<file path="src/rtl/pkt_hdr_arb.sv">
// Two-requester AXI-stream packet arbiter feeding a header classifier.
// Round-robin grant between packets, packets are never interleaved, and the
// first beat of each packet is tagged with its L3 type taken from the
// EtherType field at tdata[415:400].
// Optional build macro: PKT_HDR_ARB_STATS_EN adds per-port packet counters.
module pkt_hdr_arb #(
   parameter int unsigned TDATA_W = 512,
   parameter int unsigned CNT_W   = 32
) (
   input  logic                 axis_aclk,
   input  logic                 axis_rst,

   input  logic                 s0_axis_tvalid,
   output logic                 s0_axis_tready,
   input  logic                 s0_axis_tlast,
   input  logic [TDATA_W-1:0]   s0_axis_tdata,
   input  logic [TDATA_W/8-1:0] s0_axis_tkeep,

   input  logic                 s1_axis_tvalid,
   output logic                 s1_axis_tready,
   input  logic                 s1_axis_tlast,
   input  logic [TDATA_W-1:0]   s1_axis_tdata,
   input  logic [TDATA_W/8-1:0] s1_axis_tkeep,

   output logic                 m_axis_tvalid,
   input  logic                 m_axis_tready,
   output logic                 m_axis_tlast,
   output logic [TDATA_W-1:0]   m_axis_tdata,
   output logic [TDATA_W/8-1:0] m_axis_tkeep,
   output logic                 m_axis_tuser_src,
   output logic                 m_axis_tuser_sop,
   output logic [1:0]           m_axis_tuser_l3,

   input  logic                 stats_clr,
   output logic [CNT_W-1:0]     pkt_cnt0,
   output logic [CNT_W-1:0]     pkt_cnt1
);

   localparam int unsigned ETYPE_LSB = 400;
   localparam int unsigned ETYPE_W   = 16;

   localparam logic [ETYPE_W-1:0] ETYPE_IPV4 = 16'h0800;
   localparam logic [ETYPE_W-1:0] ETYPE_IPV6 = 16'h86DD;

   localparam logic [1:0] L3_OTHER = 2'd0;
   localparam logic [1:0] L3_IPV4  = 2'd1;
   localparam logic [1:0] L3_IPV6  = 2'd2;

   localparam logic [0:0] ST_IDLE = 1'b0;
   localparam logic [0:0] ST_LOCK = 1'b1;

   logic [0:0] state_q, state_d;
   logic       owner_q, owner_d;   // port holding the output while in LOCK
   logic       last_q,  last_d;    // port served most recently (loses next tie)
   logic       sop_q,   sop_d;     // next accepted beat starts a packet
   logic [1:0] l3_q,    l3_d;      // L3 type captured on the sop handshake

   logic       grant_vld;
   logic       grant_sel;
   logic       hs;
   logic       hs_last;
   logic [1:0] l3_dec;
   logic [ETYPE_W-1:0] etype;

   // Grant selection: locked owner wins, otherwise round-robin between valids
   always_comb begin
      grant_vld = 1'b0;
      grant_sel = 1'b0;
      if (state_q == ST_LOCK) begin
         grant_vld = 1'b1;
         grant_sel = owner_q;
      end else if (s0_axis_tvalid && s1_axis_tvalid) begin
         grant_vld = 1'b1;
         grant_sel = ~last_q;
      end else if (s1_axis_tvalid) begin
         grant_vld = 1'b1;
         grant_sel = 1'b1;
      end else if (s0_axis_tvalid) begin
         grant_vld = 1'b1;
         grant_sel = 1'b0;
      end
   end

   // Data path mux; handshakes are suppressed while reset is held
   always_comb begin
      m_axis_tdata     = grant_sel ? s1_axis_tdata : s0_axis_tdata;
      m_axis_tkeep     = grant_sel ? s1_axis_tkeep : s0_axis_tkeep;
      m_axis_tlast     = grant_sel ? s1_axis_tlast : s0_axis_tlast;
      m_axis_tuser_src = grant_sel;
      m_axis_tvalid    = grant_vld && !axis_rst &&
                         (grant_sel ? s1_axis_tvalid : s0_axis_tvalid);
      s0_axis_tready   = grant_vld && !axis_rst && !grant_sel && m_axis_tready;
      s1_axis_tready   = grant_vld && !axis_rst &&  grant_sel && m_axis_tready;
   end

   // EtherType decode of the beat currently on the output
   always_comb begin
      etype = m_axis_tdata[ETYPE_LSB +: ETYPE_W];
      if (etype == ETYPE_IPV4) begin
         l3_dec = L3_IPV4;
      end else if (etype == ETYPE_IPV6) begin
         l3_dec = L3_IPV6;
      end else begin
         l3_dec = L3_OTHER;
      end
      hs      = m_axis_tvalid && m_axis_tready;
      hs_last = hs && m_axis_tlast;
      m_axis_tuser_sop = sop_q;
      m_axis_tuser_l3  = sop_q ? l3_dec : l3_q;
   end

   // Next-state logic: ownership, round-robin pointer, sop and L3 tracking
   always_comb begin
      state_d = state_q;
      owner_d = owner_q;
      last_d  = last_q;
      sop_d   = sop_q;
      l3_d    = l3_q;

      if (hs) begin
         sop_d = m_axis_tlast;
         if (sop_q) begin
            l3_d = l3_dec;
         end
      end

      case (state_q)
         ST_IDLE: begin
            if (hs_last) begin
               last_d = grant_sel;
            end else if (grant_vld) begin
               state_d = ST_LOCK;
               owner_d = grant_sel;
            end
         end
         ST_LOCK: begin
            if (hs_last) begin
               state_d = ST_IDLE;
               last_d  = owner_q;
            end
         end
         default: state_d = ST_IDLE;
      endcase
   end

   // State registers; reset leaves port 0 as winner of the first tie
   always_ff @(posedge axis_aclk) begin
      if (axis_rst) begin
         state_q <= ST_IDLE;
         owner_q <= 1'b0;
         last_q  <= 1'b1;
         sop_q   <= 1'b1;
         l3_q    <= L3_OTHER;
      end else begin
         state_q <= state_d;
         owner_q <= owner_d;
         last_q  <= last_d;
         sop_q   <= sop_d;
         l3_q    <= l3_d;
      end
   end

`ifdef PKT_HDR_ARB_STATS_EN
   logic [CNT_W-1:0] cnt0_q, cnt0_d;
   logic [CNT_W-1:0] cnt1_q, cnt1_d;

   // Per-port packet counters; clear takes priority over a same-cycle count
   always_comb begin
      cnt0_d = cnt0_q;
      cnt1_d = cnt1_q;
      if (hs_last && !grant_sel) begin
         cnt0_d = cnt0_q + CNT_W'(1);
      end
      if (hs_last && grant_sel) begin
         cnt1_d = cnt1_q + CNT_W'(1);
      end
      if (stats_clr) begin
         cnt0_d = '0;
         cnt1_d = '0;
      end
   end

   // Counter registers
   always_ff @(posedge axis_aclk) begin
      if (axis_rst) begin
         cnt0_q <= '0;
         cnt1_q <= '0;
      end else begin
         cnt0_q <= cnt0_d;
         cnt1_q <= cnt1_d;
      end
   end

   assign pkt_cnt0 = cnt0_q;
   assign pkt_cnt1 = cnt1_q;
`else
   logic unused_stats_clr;

   assign unused_stats_clr = stats_clr;
   assign pkt_cnt0 = '0;
   assign pkt_cnt1 = '0;
`endif

endmodule

</file>
<file path="config.mk">
export PLATFORM = sky130hd
export DESIGN_NAME = pkt_hdr_arb
export DESIGN_NICKNAME = d
export VERILOG_FILES = /design/src/rtl/pkt_hdr_arb.sv
export SDC_FILE = /design/constraint.sdc
export NUM_CORES = 1
export LEC_CHECK = 0
export ABC_AREA = 1
export BUFFER_PORTS_ARGS = -buffer_cell sky130_fd_sc_hd__buf_2
export CAP_MARGIN = 20
export CORE_AREA = 2 2 696 698
export DETAILED_ROUTE_END_ITERATION = 7
export DIE_AREA = 0 0 698 700
export PLACE_DENSITY = 0.3
export SYNTH_ARGS = -nofsm -noshare
export SYNTH_HDL_FRONTEND = slang
export SYNTH_SLANG_ARGS = --single-unit
</file>
<file path="constraint.sdc">
create_clock -name axis_aclk -period 3.6 [get_ports axis_aclk]
set_input_delay 0.54 -clock axis_aclk [delete_from_list [all_inputs] [get_ports axis_aclk]]
set_output_delay 0.54 -clock axis_aclk [all_outputs]
set_load 0.005 [all_outputs]
</file>
==> results.yml, run 1 <==
run_status:
  status: "aborted with a tool error"
  stop_stage: "global placement"
  error_message: "[ERROR GPL-0305] RePlAce diverged during gradient descent calculation, resulting in an invalid step length (Inf or NaN). This is often caused by numerical instability ..."
floorplanning:
  io_pins: 1808
  die_w_um: 698
  rows: 255
  die_h_um: 700
  start_util_pct: 1.71
yosys:
  syn_area_mm2: 0.00821
  synth_cell_type_count: 26
  yosysSeqAreaShare_pct: 1.46
  synth_seq_cells: 6
  synth_top_area_share_pct: 78.9
  synth_area_leaders: "nand2_1 (79%), buf_4 (6.4%), buf_2 (5.1%)"
  synth_top_area_cell: "nand2_1"
  yosysWarningCount: 0
  syn_inst: 2017
  avgSynthCellArea_um2: 4.07
placement:
  io_buffer_count: 1742
==> cell families after synthesis <==
kind of cell	after synthesis	synth area share, %
buffers and inverters	217	14.6
DFF	6	1.46
and+or+nand+nor	1783	83.0
other	1	0.0457
AOI/OAI and AO/OA	10	0.884
==> cell usage after synthesis <==
master and number:
nand2_2 10, buf_1 1, inv_1 23, a31oi_1 1, conb_1 1, nand2_8 1, a21oi_1 2, o21a_1 2
nand3_4 1, nor3_1 2, buf_6 1, nor3_4 1, buf_8 1, o21ai_2 3, o211ai_1 2, clkbuf_1 35
nor3_2 1, nor2_1 14, buf_2 84, nand4_1 2, nand3_1 20, buf_4 70, inv_2 2, nand3b_1 4
nand2_1 1727, dfxtp_1 6
==> run 2: changes to the inputs <==
--- a/config.mk
+++ b/config.mk
@@ -8,10 +8,10 @@
 export ABC_AREA = 1
 export BUFFER_PORTS_ARGS = -buffer_cell sky130_fd_sc_hd__buf_2
 export CAP_MARGIN = 20
-export CORE_AREA = 2 2 696 698
+export CORE_AREA = 2 2 709 711
 export DETAILED_ROUTE_END_ITERATION = 7
-export DIE_AREA = 0 0 698 700
-export PLACE_DENSITY = 0.3
+export DIE_AREA = 0 0 711 713
+export PLACE_DENSITY_LB_ADDON = 0.15
 export SYNTH_ARGS = -nofsm -noshare
 export SYNTH_HDL_FRONTEND = slang
 export SYNTH_SLANG_ARGS = --single-unit
==> run 2 against run 1 <==
- the flow now finishes without violations
- synthesized cell count unchanged
- area after synthesis unchanged
==> results.yml, run 2 <==
detailed_routing:
  ant_nets: 0
  vias_per_cell: 2.10
  drt_iter0_drc: 1701
  firstDrtPassIters: 5
  drt-total-wl_mm: 338
  wl_per_cell_um: 31.6
  drcViolationCount: 0
  dr_total_vias: 22513
floorplanning:
  rows: 260
  io_pins: 1808
  start_util_pct: 1.64
  die_w_um: 711
  core_mm2: 0.500
  die_h_um: 713
  dieArea_mm2: 0.507
critical_path:
  reg2reg_slack_ps: 1380
  worstPathArrival_ps: 2330
  setup.worst_path.end: "m_axis_tdata[332]"
  cp.depth: 10
  crit_slowest_cell: "inv_8"
  startpoint_type: "input pin"
  cpLargestDelayFamily: "buffers and inverters"
  timing.rr.end: "owner_q"
  cp-startpoint: "s0_axis_tvalid"
  cp_cell_sequence: "buf_2, nand2_2, nand3_4, nand2_8, inv_8, buf_12, buf_12, nand2_1, nand2_1, buf_2"
  r2r-start: "state_q"
  crit_required_ps: 3060
  ff2ff_path_depth: 10
  worstPathBufferInverterCount: 5
  critical_path.max_stage_delay_ps: 270
  cp_max_fo: 31
  critPathKind: "input pin to output pin"
  worstSetupEndpointType: "output pin"
cts:
  h-tree-depth: 1
  clk_path_buf_depth: 2
  post-cts-setup-buffers: 0
  clock-root-buffer: "clkbuf_16"
  clk_pin_slew_ps: 30
  clock_sinks: 6
  clock_latency_ps: 230
  numCtsBuffers: 3
  ctsHoldBuffers: 0
  cts_tree: "yes"
  cts_repair_resize_count: 0
global_routing:
  grt_max_degree: 57
  grt_overflow: 0
  grt_use_total_pct: 12.7
  grt_pass1_vias: 20572
  antenna_found_initial: 548
  grt_pass1_wl_mm: 384
final_layout:
  final_nets: 4872
  area_growth_pct: 234
  largest_reg_flops: 2
  layout_common_cells: "nand2_1 (1727), buf_2 (1651), buf_12 (107)"
  n_fill_cell: 60499
  regMostFlops: "l3_q"
  final_common_cell: "nand2_1"
  design_area_mm2: 0.0274
  drive_gt1_share_pct: 49.6
yosys:
  synth_top_area_cell: "nand2_1"
  avgSynthCellArea_um2: 4.07
  synth_cell_type_count: 26
  synth_seq_cells: 6
  syn_inst: 2017
  synth_top_area_share_pct: 78.9
  yosysSeqAreaShare_pct: 1.46
  synthArstFlopShare_pct: 0
  synthTopCellsByCount: "nand2_1 (1727), buf_2 (84), buf_4 (70)"
  synth_area_leaders: "nand2_1 (79%), buf_4 (6.4%), buf_2 (5.1%)"
  synth.most_common_cell: "nand2_1"
  synth_edf_count: 0
  synth-main-ff-cell: "dfxtp_1"
  yosysWarningCount: 0
  syn_area_mm2: 0.00821
run_status:
  status: "finished clean"
sta:
  max_slew.worst_pin.slew_ps: 549
  finalHoldViolations: 0
  period_share_pct: 79.6
  fin_crit_ps: 2870
  tns_ps: 0
  max-slew-margin-rel_pct: 63.4
  finClkSkew_ps: 0.278
  setup_viol_count_final: 0
  rsz0062_at_grt: "no"
  max_freq_ghz: 0.349
  maxSlewViolCount: 0
placement:
  dpl-instance-area_mm2: 0.0266
  place_congestion: 0.994
  place.detailed.hpwl_mm: 326
  io_buffer_count: 1742
min_path:
  hp-class: "register to register"
  hold_depth: 2
power:
  vdd_drop_max_uv: 68.8
  p_per_area_mw_per_mm2: 188
  p_leak_nw: 13.4
job:
  cap_violations: 0
[run 2: kinds of logic after synthesis]
| logic type | Yosys count | synth area share (%) |
|---|---|---|
| other cells | 1 | 0.0457 |
| simple gates | 1783 | 83.0 |
| compound gates | 10 | 0.884 |
| buf+inv | 217 | 14.6 |
| flops | 6 | 1.46 |
[run 2: how the worst min path moves through the flow]
stage               slack, ps      end  startpoint
floorplan                 460  owner_q     owner_q
global placement          500  owner_q     owner_q
detailed placement        490  owner_q     owner_q
CTS                       500  owner_q     owner_q
global route              540  owner_q     owner_q
finish                    500  owner_q     owner_q
[run 2: per-stage QoR]
step,worst slack [ps],hold slack [ps],cells,util [%],total power [mW]
floorplan,1520,456,2080,-,1.39
global placement,646,501,10388,5.32,5.24
detailed placement,636,490,10388,5.32,5.21
CTS,634,498,10391,5.33,5.42
global route,602,545,10600,5.44,5.63
finish,734,498,10700,5.49,5.15
[run 2: final cells by class]
class	count	area (um2)	share of cell area, %
Antenna cell	309	773	2.82
Clock buffer	3	75.1	0.274
Inverter	25	101	0.370
Multi-Input combinational cell	1857	7130	26.0
Sequential cell	6	120	0.438
Tap cell	6681	8360	30.5
Timing Repair Buffer	1819	10900	39.6
[run 2: worst register-to-register path, stage by stage (launching register included)]
cell and delay (ps):
dfxtp_1 320, inv_2 100, nand3_4 110, nand2_8 190, buf_12 260, buf_4 290, o21ai_2 100, nor3_4 320
nand2_2 180, a31oi_1 180, nor2_1 60
[run 2: where the power goes]
part           switching [mW]  internal, mW  total (mW)
Sequential            0.00381        0.0718      0.0756
Clock                  0.0378         0.143       0.180
Combinational            3.06          1.83        4.89
[run 2: metal layers]
metal	track usage, %	up-vias	part of all wire, %
li1	-	9579	-
met3	9.07	868	16
met2	20.3	1919	44
met1	13.5	9837	36
met5	0	-	0.60
met4	3.21	310	3.3
(Power assumes the default switching activity.)
==> run 3: changes to the inputs <==
==> constraint.sdc (replaced) <==
create_clock -name axis_aclk -period 2.65 [get_ports axis_aclk]
set_input_delay 0.3975 -clock axis_aclk [delete_from_list [all_inputs] [get_ports axis_aclk]]
set_output_delay 0.3975 -clock axis_aclk [all_outputs]
set_load 0.005 [all_outputs]
==> run 3 against run 2 <==
- cell area increased by 1.4%
- sequential cell count unchanged
- wire length decreased by 0.37%
- first-iteration DRC count increased by 10%
- largest cell class unchanged
==> results.yml, run 3 (synthesis results as in run 2) <==
global_routing:
  grt_pass1_wl_mm: 382
  grt_overflow: 0
  grt_pass1_vias: 20461
  antenna_found_initial: 553
  grt_max_degree: 58
  grt_use_total_pct: 12.7
detailed_routing:
  drt-total-wl_mm: 337
  drcViolationCount: 0
  ant_nets: 0
  dr_total_vias: 22396
  vias_per_cell: 2.09
  wl_per_cell_um: 31.4
  firstDrtPassIters: 5
  drt_iter0_drc: 1873
power:
  p_per_area_mw_per_mm2: 253
  p_leak_nw: 13.5
  vdd_drop_max_uv: 98.2
critical_path:
  critical_path.max_stage_delay_ps: 310
  reg2reg_slack_ps: 550
  r2r-start: "state_q"
  cp_max_fo: 44
  ff2ff_path_depth: 10
  critPathKind: "register to output pin"
  worstSetupEndpointType: "output pin"
  startpoint_type: "register"
  worstPathArrival_ps: 2120
  crit_required_ps: 2250
  timing.rr.end: "owner_q"
  crit_slowest_cell: "dfxtp_1"
  path_common_cell: "buf_12"
  cp_cell_sequence: "inv_2, nand3_4, nand2_8, buf_12, buf_12, buf_4, nand2_1, nand2_1, buf_12"
min_path:
  hp-start: "owner_q"
  hold_depth: 2
  hp-class: "register to register"
  hold_end: "owner_q"
sta:
  rsz0062_at_grt: "no"
  max_freq_ghz: 0.398
  maxSlewViolCount: 0
  setup_viol_count_final: 0
  tns_ps: 0
  fin_crit_ps: 2510
  finalHoldViolations: 0
  finClkSkew_ps: 2.23
  period_share_pct: 94.9
placement:
  place.detailed.hpwl_mm: 324
  place_congestion: 1.00
  dpl-instance-area_mm2: 0.0268
  io_buffer_count: 1742
final_layout:
  largest_reg_flops: 2
  drive_gt1_share_pct: 49.7
  regMostFlops: "l3_q"
  area_growth_pct: 238
  design_area_mm2: 0.0278
  final_common_cell: "nand2_1"
  final_nets: 4876
  layout_common_cells: "nand2_1 (1727), buf_2 (1643), buf_12 (125)"
floorplanning:
  rows: 260
  die_w_um: 711
  die_h_um: 713
  start_util_pct: 1.64
  io_pins: 1808
  core_mm2: 0.500
  dieArea_mm2: 0.507
cts:
  clk_path_buf_depth: 2
  numCtsBuffers: 3
  cts_tree: "yes"
  clk_pin_slew_ps: 30
  h-tree-depth: 1
  clock_latency_ps: 230
  clock-root-buffer: "clkbuf_16"
  clock_sinks: 6
job:
  cap_violations: 0
run_status:
  status: "finished clean"
## run 3: cell count changes in the layout (fill, tap and decap cells not counted), sizes merged
cell	delta
clkinv	+1
buf	+4
inv	-1
diode	+34
## run 3: where the power goes
group / internal, mW / total [mW] / switching (mW)
sequential: 0.0976 / 0.103 / 0.00503
clock: 0.194 / 0.247 / 0.0531
combinational: 2.58 / 6.69 / 4.11
total: 2.87 / 7.04 / 4.17
## run 3: timing repair
action,4_1_cts,5_1_grt
hold endpoints to repair,0,0
buffers inserted,0,0
resized for setup,0,3
hold buffers,0,0
setup endpoints to repair,0,17
## run 3: routing by layer
| layer | track usage, % | routed length [um] | vias up |
|---|---|---|---|
| li1 | - | - | 9618 |
| met1 | 13.3 | 116000 | 9669 |
| met5 | 0 | 2100 | - |
| met4 | 3.50 | 12200 | 312 |
| met2 | 20.0 | 148000 | 1917 |
| met3 | 9.35 | 58600 | 880 |
## run 3: area by class of cell
cell class                      instances  area, um2
Fill cell                           60438     472000
Inverter                               25        106
Timing Repair Buffer                 1823      11100
Antenna cell                          343        858
Tap cell                             6681       8360
Multi-Input combinational cell       1857       7140
Clock buffer                            3       75.1
Sequential cell                         6        120
## run 3: stage by stage
stage / setup WS (ps) / hold WS, ps / utilization, % / cells / power (mW)
finish: 136 / 492 / 5.56 / 10738 / 7.04
global route: 2.02 / 538 / 5.51 / 10635 / 7.74
CTS: 46.2 / 495 / 5.39 / 10395 / 7.41
detailed placement: 124 / 487 / 5.37 / 10392 / 7.14
global placement: 124 / 497 / 5.37 / 10392 / 7.17
floorplan: 854 / 456 / - / 2080 / 1.89
## run 3: worst max path at each step
stage / from / end / slack [ps] / cells past startpoint
finish: state_q / m_axis_tdata[290] / 140 / 9
global route: state_q / m_axis_tkeep[49] / 2 / 9
CTS: state_q / m_axis_tdata[264] / 50 / 9
detailed placement: s0_axis_tvalid / m_axis_tdata[264] / 120 / 10
global placement: s0_axis_tvalid / m_axis_tdata[67] / 120 / 9
floorplan: s0_axis_tvalid / m_axis_tdata[486] / 850 / 9
## run 3: critical path, delay by kind of cell (launching register included)
family                 cells  cell delay, ps
buffers and inverters      5             950
AND/OR/NAND/NOR            4             500
flip-flops                 1             310
